--- config.mk ---
export PLATFORM = sky130hd
export DESIGN_NAME = tone_meter
export DESIGN_NICKNAME = d
export VERILOG_FILES = /design/src/rtl/tone_meter.sv
export SDC_FILE = /design/constraint.sdc
export NUM_CORES = 1
export LEC_CHECK = 0
export BUFFER_PORTS_ARGS = -buffer_cell sky130_fd_sc_hd__buf_2
export CELL_PAD_IN_SITES_DETAIL_PLACEMENT = 1
export CELL_PAD_IN_SITES_GLOBAL_PLACEMENT = 2
export CORE_MARGIN = 2
export CORE_UTILIZATION = 30
export DETAILED_ROUTE_END_ITERATION = 6
export GPL_TIMING_DRIVEN = 0
export PLACE_DENSITY = 0.65
export SYNTH_ARGS = -nofsm -noshare
export SYNTH_HDL_FRONTEND = slang
export SYNTH_SLANG_ARGS = --single-unit
--- constraint.sdc ---
create_clock -name CLK -period 2.9 [get_ports CLK]
set_input_delay 0.145 -clock CLK [delete_from_list [all_inputs] [get_ports CLK]]
set_output_delay 0.145 -clock CLK [all_outputs]
set_load 0.005 [all_outputs]
--- src/rtl/tone_meter.sv ---
// tone_meter: measures an incoming square-wave tone on a single pin.
// Reports the last complete half-period in microseconds, the tone duration
// (first edge to last edge) in milliseconds and the edge count, then holds
// the result behind a valid/ack handshake until the consumer accepts it.
// The duration output is named time_ms because "time" is a reserved word.
module tone_meter #(
  parameter int unsigned CLK_F      = 25,  // clocks per microsecond
  parameter int unsigned TIMEOUT_MS = 10   // silence that ends a tone, >= 1
) (
  input  logic        CLK,
  input  logic        RESET_N,
  input  logic        enable,
  input  logic        tone_in,
  input  logic        ack,
  output logic [31:0] period,
  output logic [31:0] time_ms,
  output logic [31:0] edges,
  output logic        valid,
  output logic        busy
);

  localparam logic [31:0] US_LAST    = 32'(CLK_F - 1);
  localparam logic [31:0] MS_LAST    = 32'(CLK_F * 1000 - 1);
  localparam logic [31:0] TIMEOUT_US = 32'(TIMEOUT_MS * 1000);
  localparam logic [31:0] SAT_MAX    = 32'hFFFF_FFFF;

  typedef enum logic [1:0] {
    IDLE    = 2'd0,
    MEASURE = 2'd1,
    HOLD    = 2'd2
  } state_t;

  // Saturating increment shared by every 32-bit counter.
  function automatic logic [31:0] sat_inc(input logic [31:0] v);
    return (v == SAT_MAX) ? v : v + 32'd1;
  endfunction

  state_t      state_q, state_d;
  logic        sync1_q, sync1_d;
  logic        sync2_q, sync2_d;
  logic        sync3_q, sync3_d;
  logic [31:0] us_pre_q, us_pre_d;
  logic [31:0] us_cnt_q, us_cnt_d;
  logic [31:0] clk_ms_q, clk_ms_d;
  logic [31:0] ms_cnt_q, ms_cnt_d;
  logic [31:0] edge_cnt_q, edge_cnt_d;
  logic [31:0] last_half_q, last_half_d;
  logic [31:0] last_ms_q, last_ms_d;
  logic        have_period_q, have_period_d;
  logic [31:0] period_q, period_d;
  logic [31:0] time_q, time_d;
  logic [31:0] edges_q, edges_d;
  logic        valid_q, valid_d;
  logic        busy_q, busy_d;

  logic        edge_det;
  logic        us_wrap, ms_wrap;
  logic [31:0] us_pre_step, us_cnt_step;
  logic [31:0] clk_ms_step, ms_cnt_step;

  // Next-state logic: synchroniser, counters, FSM and result registers.
  always_comb begin
    // NOTE: every signal gets a default before the case so no latch is inferred.
    state_d       = state_q;
    sync1_d       = tone_in;
    sync2_d       = sync1_q;
    sync3_d       = sync2_q;
    us_pre_d      = us_pre_q;
    us_cnt_d      = us_cnt_q;
    clk_ms_d      = clk_ms_q;
    ms_cnt_d      = ms_cnt_q;
    edge_cnt_d    = edge_cnt_q;
    last_half_d   = last_half_q;
    last_ms_d     = last_ms_q;
    have_period_d = have_period_q;
    period_d      = period_q;
    time_d        = time_q;
    edges_d       = edges_q;
    valid_d       = valid_q;

    // Any change of the synchronised level is an edge; the fixed pipeline
    // delay is the same for every edge, so intervals stay exact.
    edge_det = sync2_q ^ sync3_q;

    // Counter values after this cycle's tick; an interval ending now is
    // credited with the current clock as well, giving floor(clocks/CLK_F).
    us_wrap     = (us_pre_q == US_LAST);
    us_pre_step = us_wrap ? 32'd0 : us_pre_q + 32'd1;
    us_cnt_step = us_wrap ? sat_inc(us_cnt_q) : us_cnt_q;
    ms_wrap     = (clk_ms_q == MS_LAST);
    clk_ms_step = ms_wrap ? 32'd0 : clk_ms_q + 32'd1;
    ms_cnt_step = ms_wrap ? sat_inc(ms_cnt_q) : ms_cnt_q;

    case (state_q)
      IDLE: begin
        valid_d = 1'b0;
        if (edge_det) begin
          state_d       = MEASURE;
          us_pre_d      = 32'd0;
          us_cnt_d      = 32'd0;
          clk_ms_d      = 32'd0;
          ms_cnt_d      = 32'd0;
          edge_cnt_d    = 32'd1;
          have_period_d = 1'b0;
        end
      end
      MEASURE: begin
        us_pre_d = us_pre_step;
        us_cnt_d = us_cnt_step;
        clk_ms_d = clk_ms_step;
        ms_cnt_d = ms_cnt_step;
        if (edge_det) begin
          // An edge always wins over a coincident timeout.
          last_half_d   = us_cnt_step;
          last_ms_d     = ms_cnt_step;
          edge_cnt_d    = sat_inc(edge_cnt_q);
          have_period_d = 1'b1;
          us_pre_d      = 32'd0;
          us_cnt_d      = 32'd0;
        end else if (us_cnt_q == TIMEOUT_US) begin
          if (have_period_q) begin
            period_d = last_half_q;
            time_d   = last_ms_q;
            edges_d  = edge_cnt_q;
            valid_d  = 1'b1;
            state_d  = HOLD;
          end else begin
            // A lone edge is a glitch, not a tone: drop it silently.
            state_d = IDLE;
          end
        end
      end
      HOLD: begin
        if (ack) begin
          valid_d = 1'b0;
          state_d = IDLE;
        end
      end
      default: begin
        state_d = IDLE;
        valid_d = 1'b0;
      end
    endcase

    if (!enable) begin
      state_d = IDLE;
      valid_d = 1'b0;
    end

    busy_d = (state_d == MEASURE);
  end

  // State and datapath registers with asynchronous active-low reset.
  always_ff @(posedge CLK or negedge RESET_N) begin
    if (!RESET_N) begin
      state_q       <= IDLE;
      sync1_q       <= 1'b0;
      sync2_q       <= 1'b0;
      sync3_q       <= 1'b0;
      us_pre_q      <= 32'd0;
      us_cnt_q      <= 32'd0;
      clk_ms_q      <= 32'd0;
      ms_cnt_q      <= 32'd0;
      edge_cnt_q    <= 32'd0;
      last_half_q   <= 32'd0;
      last_ms_q     <= 32'd0;
      have_period_q <= 1'b0;
      period_q      <= 32'd0;
      time_q        <= 32'd0;
      edges_q       <= 32'd0;
      valid_q       <= 1'b0;
      busy_q        <= 1'b0;
    end else begin
      // NOTE: non-blocking assignments so every flop samples pre-edge values.
      state_q       <= state_d;
      sync1_q       <= sync1_d;
      sync2_q       <= sync2_d;
      sync3_q       <= sync3_d;
      us_pre_q      <= us_pre_d;
      us_cnt_q      <= us_cnt_d;
      clk_ms_q      <= clk_ms_d;
      ms_cnt_q      <= ms_cnt_d;
      edge_cnt_q    <= edge_cnt_d;
      last_half_q   <= last_half_d;
      last_ms_q     <= last_ms_d;
      have_period_q <= have_period_d;
      period_q      <= period_d;
      time_q        <= time_d;
      edges_q       <= edges_d;
      valid_q       <= valid_d;
      busy_q        <= busy_d;
    end
  end

  assign period  = period_q;
  assign time_ms = time_q;
  assign edges   = edges_q;
  assign valid   = valid_q;
  assign busy    = busy_q;

endmodule

==> metrics.log <==
INFO  metric yosys_warnings = 0
INFO  metric yosys-top-cells-count = sky130_fd_sc_hd__dfrtp_1, sky130_fd_sc_hd__nand2_1, sky130_fd_sc_hd__o21ai_0
INFO  metric placed_cells_incl_taps = 2416
INFO  metric setup.reg_to_reg.worst_slack = 0.14 ns
INFO  metric clock-skew-final = 0.02655 ns
INFO  metric synth.top_cell.area_share = 49.97%
INFO  metric portBuffers = 102
INFO  metric synth.lib_cells_used.distinct = 62
INFO  metric synthDominantAreaCellType = sky130_fd_sc_hd__dfrtp_1
INFO  metric fmax = about 360 MHz
INFO  metric power.share.clock = 49.4%
INFO  metric comb_power_share = under 10%
INFO  metric global_route_wire_length_before_repair = approximately 82000 um
INFO  metric syn2layout_area_growth = 18.97%
INFO  metric power.share.sequential = 44.4%
INFO  metric num_cts_buffers = 40
INFO  metric maxCapViolations = 0
INFO  metric grt_antenna_before_repair = 1
INFO  metric start_util = 30.41%
INFO  metric synth_area_per_cell = 10.17 sq um
INFO  metric synth-async-reset-ratio = 100.0%
INFO  metric netSwitchingPower = ~0.0026 W
INFO  metric timing.final.setup_violations = 0
INFO  metric row_count = 85
INFO  metric gp_congestion = around 0.79
INFO  metric worst_hold_path_type = primary input to async pin
INFO  metric slew_violations = 0
INFO  metric drt_via_density = 5.251
INFO  metric crit_path_start_kind = flop
INFO  metric clock_latency = 0.57 ns
INFO  metric r2r-end = time_ms[26]
INFO  metric coreArea = around 0.054 sq mm
INFO  metric finalHoldViolCount = 0
INFO  metric via_count_of_the_first_global_routing_pass = 13.94k
INFO  metric detail-route-antenna-nets = 0
INFO  metric drt-pass1-iter-count = 4
INFO  metric groute.usage.overall = a little under a fifth
INFO  metric clock_tree_from_tritoncts = done
INFO  metric finish.utilization = 36.17%
INFO  metric synth_flop_cell = sky130_fd_sc_hd__dfrtp_1
INFO  metric leakagePower = 8.744 nW
INFO  metric timing.final.ws_setup = 0.1356 ns
INFO  metric clk_pin_slew = 0.06 ns
INFO  metric top_level_ports = slightly above 100
INFO  metric hpwlAfterDp = 35990 um
INFO  metric route.detailed.drc = 0
INFO  metric global_route.overflow_total = 0
INFO  metric post-synth-top-count-cell = sky130_fd_sc_hd__dfrtp_1
INFO  metric cts_root_buf = sky130_fd_sc_hd__clkbuf_16
INFO  metric post_route_cells_drive_above_1_share = 18.56%
INFO  metric via_count = 13.13k
INFO  metric mappedNetlistNets = 1627
INFO  metric pwr_per_cell_area = roughly 530 mW/mm^2
INFO  metric synth_seq_cells = 328
INFO  metric netSwitchingFraction = 25.20%
INFO  metric grt_start_max_net_pins = between 90 and 100
INFO  metric worst-slew-pin-transition = between 0.9 and 1 ns
INFO  metric n_fill_cell = approximately 6.1k
INFO  metric ir_drop_worst_vdd = 336.0 uV
INFO  metric rsz0062_at_grt = no
INFO  metric endpoint_kind = flop
INFO  metric leading_cell_types_by_total_area_after_synthesis = sky130_fd_sc_hd__dfrtp_1, sky130_fd_sc_hd__mux2_4, sky130_fd_sc_hd__o21ai_0
INFO  metric fin_total_pwr = 0.01045 W
INFO  metric placed_cell_area = 0.01790 sq mm
INFO  metric die_height = 238 um
INFO  metric critPathMaxFanout = 10
INFO  metric place_worst_setup_slack = -0.6759 ns
INFO  metric synth-edff-count = 0
INFO  metric synth_sequential_area_ratio = 49.97%
INFO  metric clkSinkCount = 328
INFO  metric outcome = finished clean
INFO  metric critical_path_class = flop to flop
INFO  metric total_die_area = 0.05664 sq mm
INFO  metric sum_of_routed_wire_length_over_all_layers = 50800 um
INFO  metric drtIter0Drc = 794
INFO  metric cell_internal_power = 0.007814 W
INFO  metric finalInstanceArea = 0.01954 sq mm
INFO  metric cts_max_level = 2
INFO  metric synth_area = 0.01643 sq mm
INFO  metric detail_route.wl_per_cell = about 20 um
INFO  metric floorplan.die.width = 238 um
INFO  metric worst_slew_margin_rel = 35.47%
INFO  metric syn-instance-count = 1615
INFO  metric final_cells = 2501
INFO  metric fin_crit_sh = between 90 and 100%
INFO  metric cts_max_path_buffers = 3
INFO  metric critical_path_arrival = 3.19 ns
INFO  metric reg2regPathDepth = 7
INFO  metric min_period = roughly 2.8 ns
INFO  metric r2r-start = us_cnt_q[7]
INFO  metric layout.nets = 1785
INFO  metric antenna_cells = 0
INFO  metric critical_path_required = between 3 and 4 ns
==> layout make-up <==
type                    instances  area, sq um  area share, %
clock buffers                  64         1264          6.466
plain buffers                  91        525.5          2.689
clock inverters                10        90.09         0.4610
well taps                     696        870.8          4.456
inverters                      36        135.1         0.6915
flip-flops and latches        328         8208          42.00
multi-input cells            1156         7724          39.52
repair buffers                120        725.7          3.713
==> cells in the final DEF, fill, tap and decap left out, drive strengths merged, types with 4 or more instances in the layout <==
cell type and count:
dfrtp 328, nand2 178, o21ai 162, clkbuf 136, buf 135, nand3 96, mux2 94, nor2 87
nand4 70, xor2 66, xnor2 47, a21oi 41, nor4 41, and3 40, inv 36, o31ai 30
nor3 29, a31oi 27, or3 18, and4 17, and2 12, nor4b 12, o311ai 11, clkinv 9
mux2i 8, a21o 7, ha 7, nand2b 5, o211ai 5, o22ai 5, or4 5, a41oi 4
dlygate4sd3 4
==> how the worst max path moves through the flow <==
stage	depth (start not counted)	slack, ns	from	endpoint
after floorplan	7	0.34	us_cnt_q[7]	edges[10]
after global placement	1	-5.23	RESET_N	us_pre_q[21]
after CTS	6	0.005	state_q[0]	ms_cnt_q[11]
after detailed placement	7	-0.68	sync2_q	us_cnt_q[12]
final	7	0.14	us_cnt_q[7]	time_ms[26]
after global routing	6	0.005	sync2_q	us_cnt_q[18]
==> per-stage QoR <==
step / TNS [ns] / hold WS [ns]
floorplan: 0 / -0.1506
global placement: -1739.46 / 0.2597
detailed placement: -47.75 / 0.1209
CTS: 0 / 0.1038
global route: 0 / 0.1305
finish: 0 / 0.1162
==> registers in the layout (all words and copies together) (netlist names) <==
| register | flops |
|---|---|
| clk_ms_q | 32 |
| edge_cnt_q | 32 |
| edges | 32 |
| last_half_q | 32 |
| last_ms_q | 32 |
| ms_cnt_q | 32 |
| period | 32 |
| time_ms | 32 |
| us_cnt_q | 32 |
| us_pre_q | 32 |
| state_q | 2 |
| busy | 1 |
| have_period_q | 1 |
| sync1_q | 1 |
| sync2_q | 1 |
| sync3_q | 1 |
| valid | 1 |
==> critical path, stage by stage, from the launching register on <==
cell,delay (ns)
sky130_fd_sc_hd__dfrtp_1,0.37
sky130_fd_sc_hd__buf_6,0.14
sky130_fd_sc_hd__or4b_1,0.50
sky130_fd_sc_hd__or4_4,0.56
sky130_fd_sc_hd__or3_4,0.36
sky130_fd_sc_hd__buf_8,0.20
sky130_fd_sc_hd__buf_12,0.18
sky130_fd_sc_hd__mux2_4,0.30
==> power by group through the flow <==
stage          logic, W  clock network, W  registers [W]
3_5_place_dp   0.000644                 0        0.00472
3_3_place_gp   0.000618                 0        0.00472
4_1_cts        0.000659           0.00534        0.00464
6_report       0.000643           0.00516        0.00464
2_1_floorplan  0.000285                 0        0.00471
5_1_grt        0.000718           0.00551        0.00464
==> cell families after synthesis <==
family,synth area share (%)
compound gates,11.11
xor+xnor,6.025
fa+ha+maj,0.5331
buf+inv,3.983
flops,49.97
mux,8.805
simple gates,19.58
==> timing repair <==
| action | 4_1_cts | 5_1_grt |
|---|---|---|
| cloned | 0 | 0 |
| endpoints found under the setup margin | 143 | 233 |
| hold buffers | 4 | 0 |
| buffers inserted | 3 | 8 |
| pin swaps | 3 | 4 |
| resized for setup | 15 | 42 |
| endpoints found under the hold margin | 61 | 0 |
==> metal layers <==
| layer | track usage [%] | up-vias | wire length (um) |
|---|---|---|---|
| li1 | - | 6162 | - |
| met1 | 25.72 | 6737 | 24710 |
| met2 | 29.77 | 174 | 23630 |
| met3 | 2.325 | 59 | 1556 |
| met4 | 4.545 | 0 | 896 |
| met5 | 0 | - | 0 |
(Power assumes the default switching activity.)
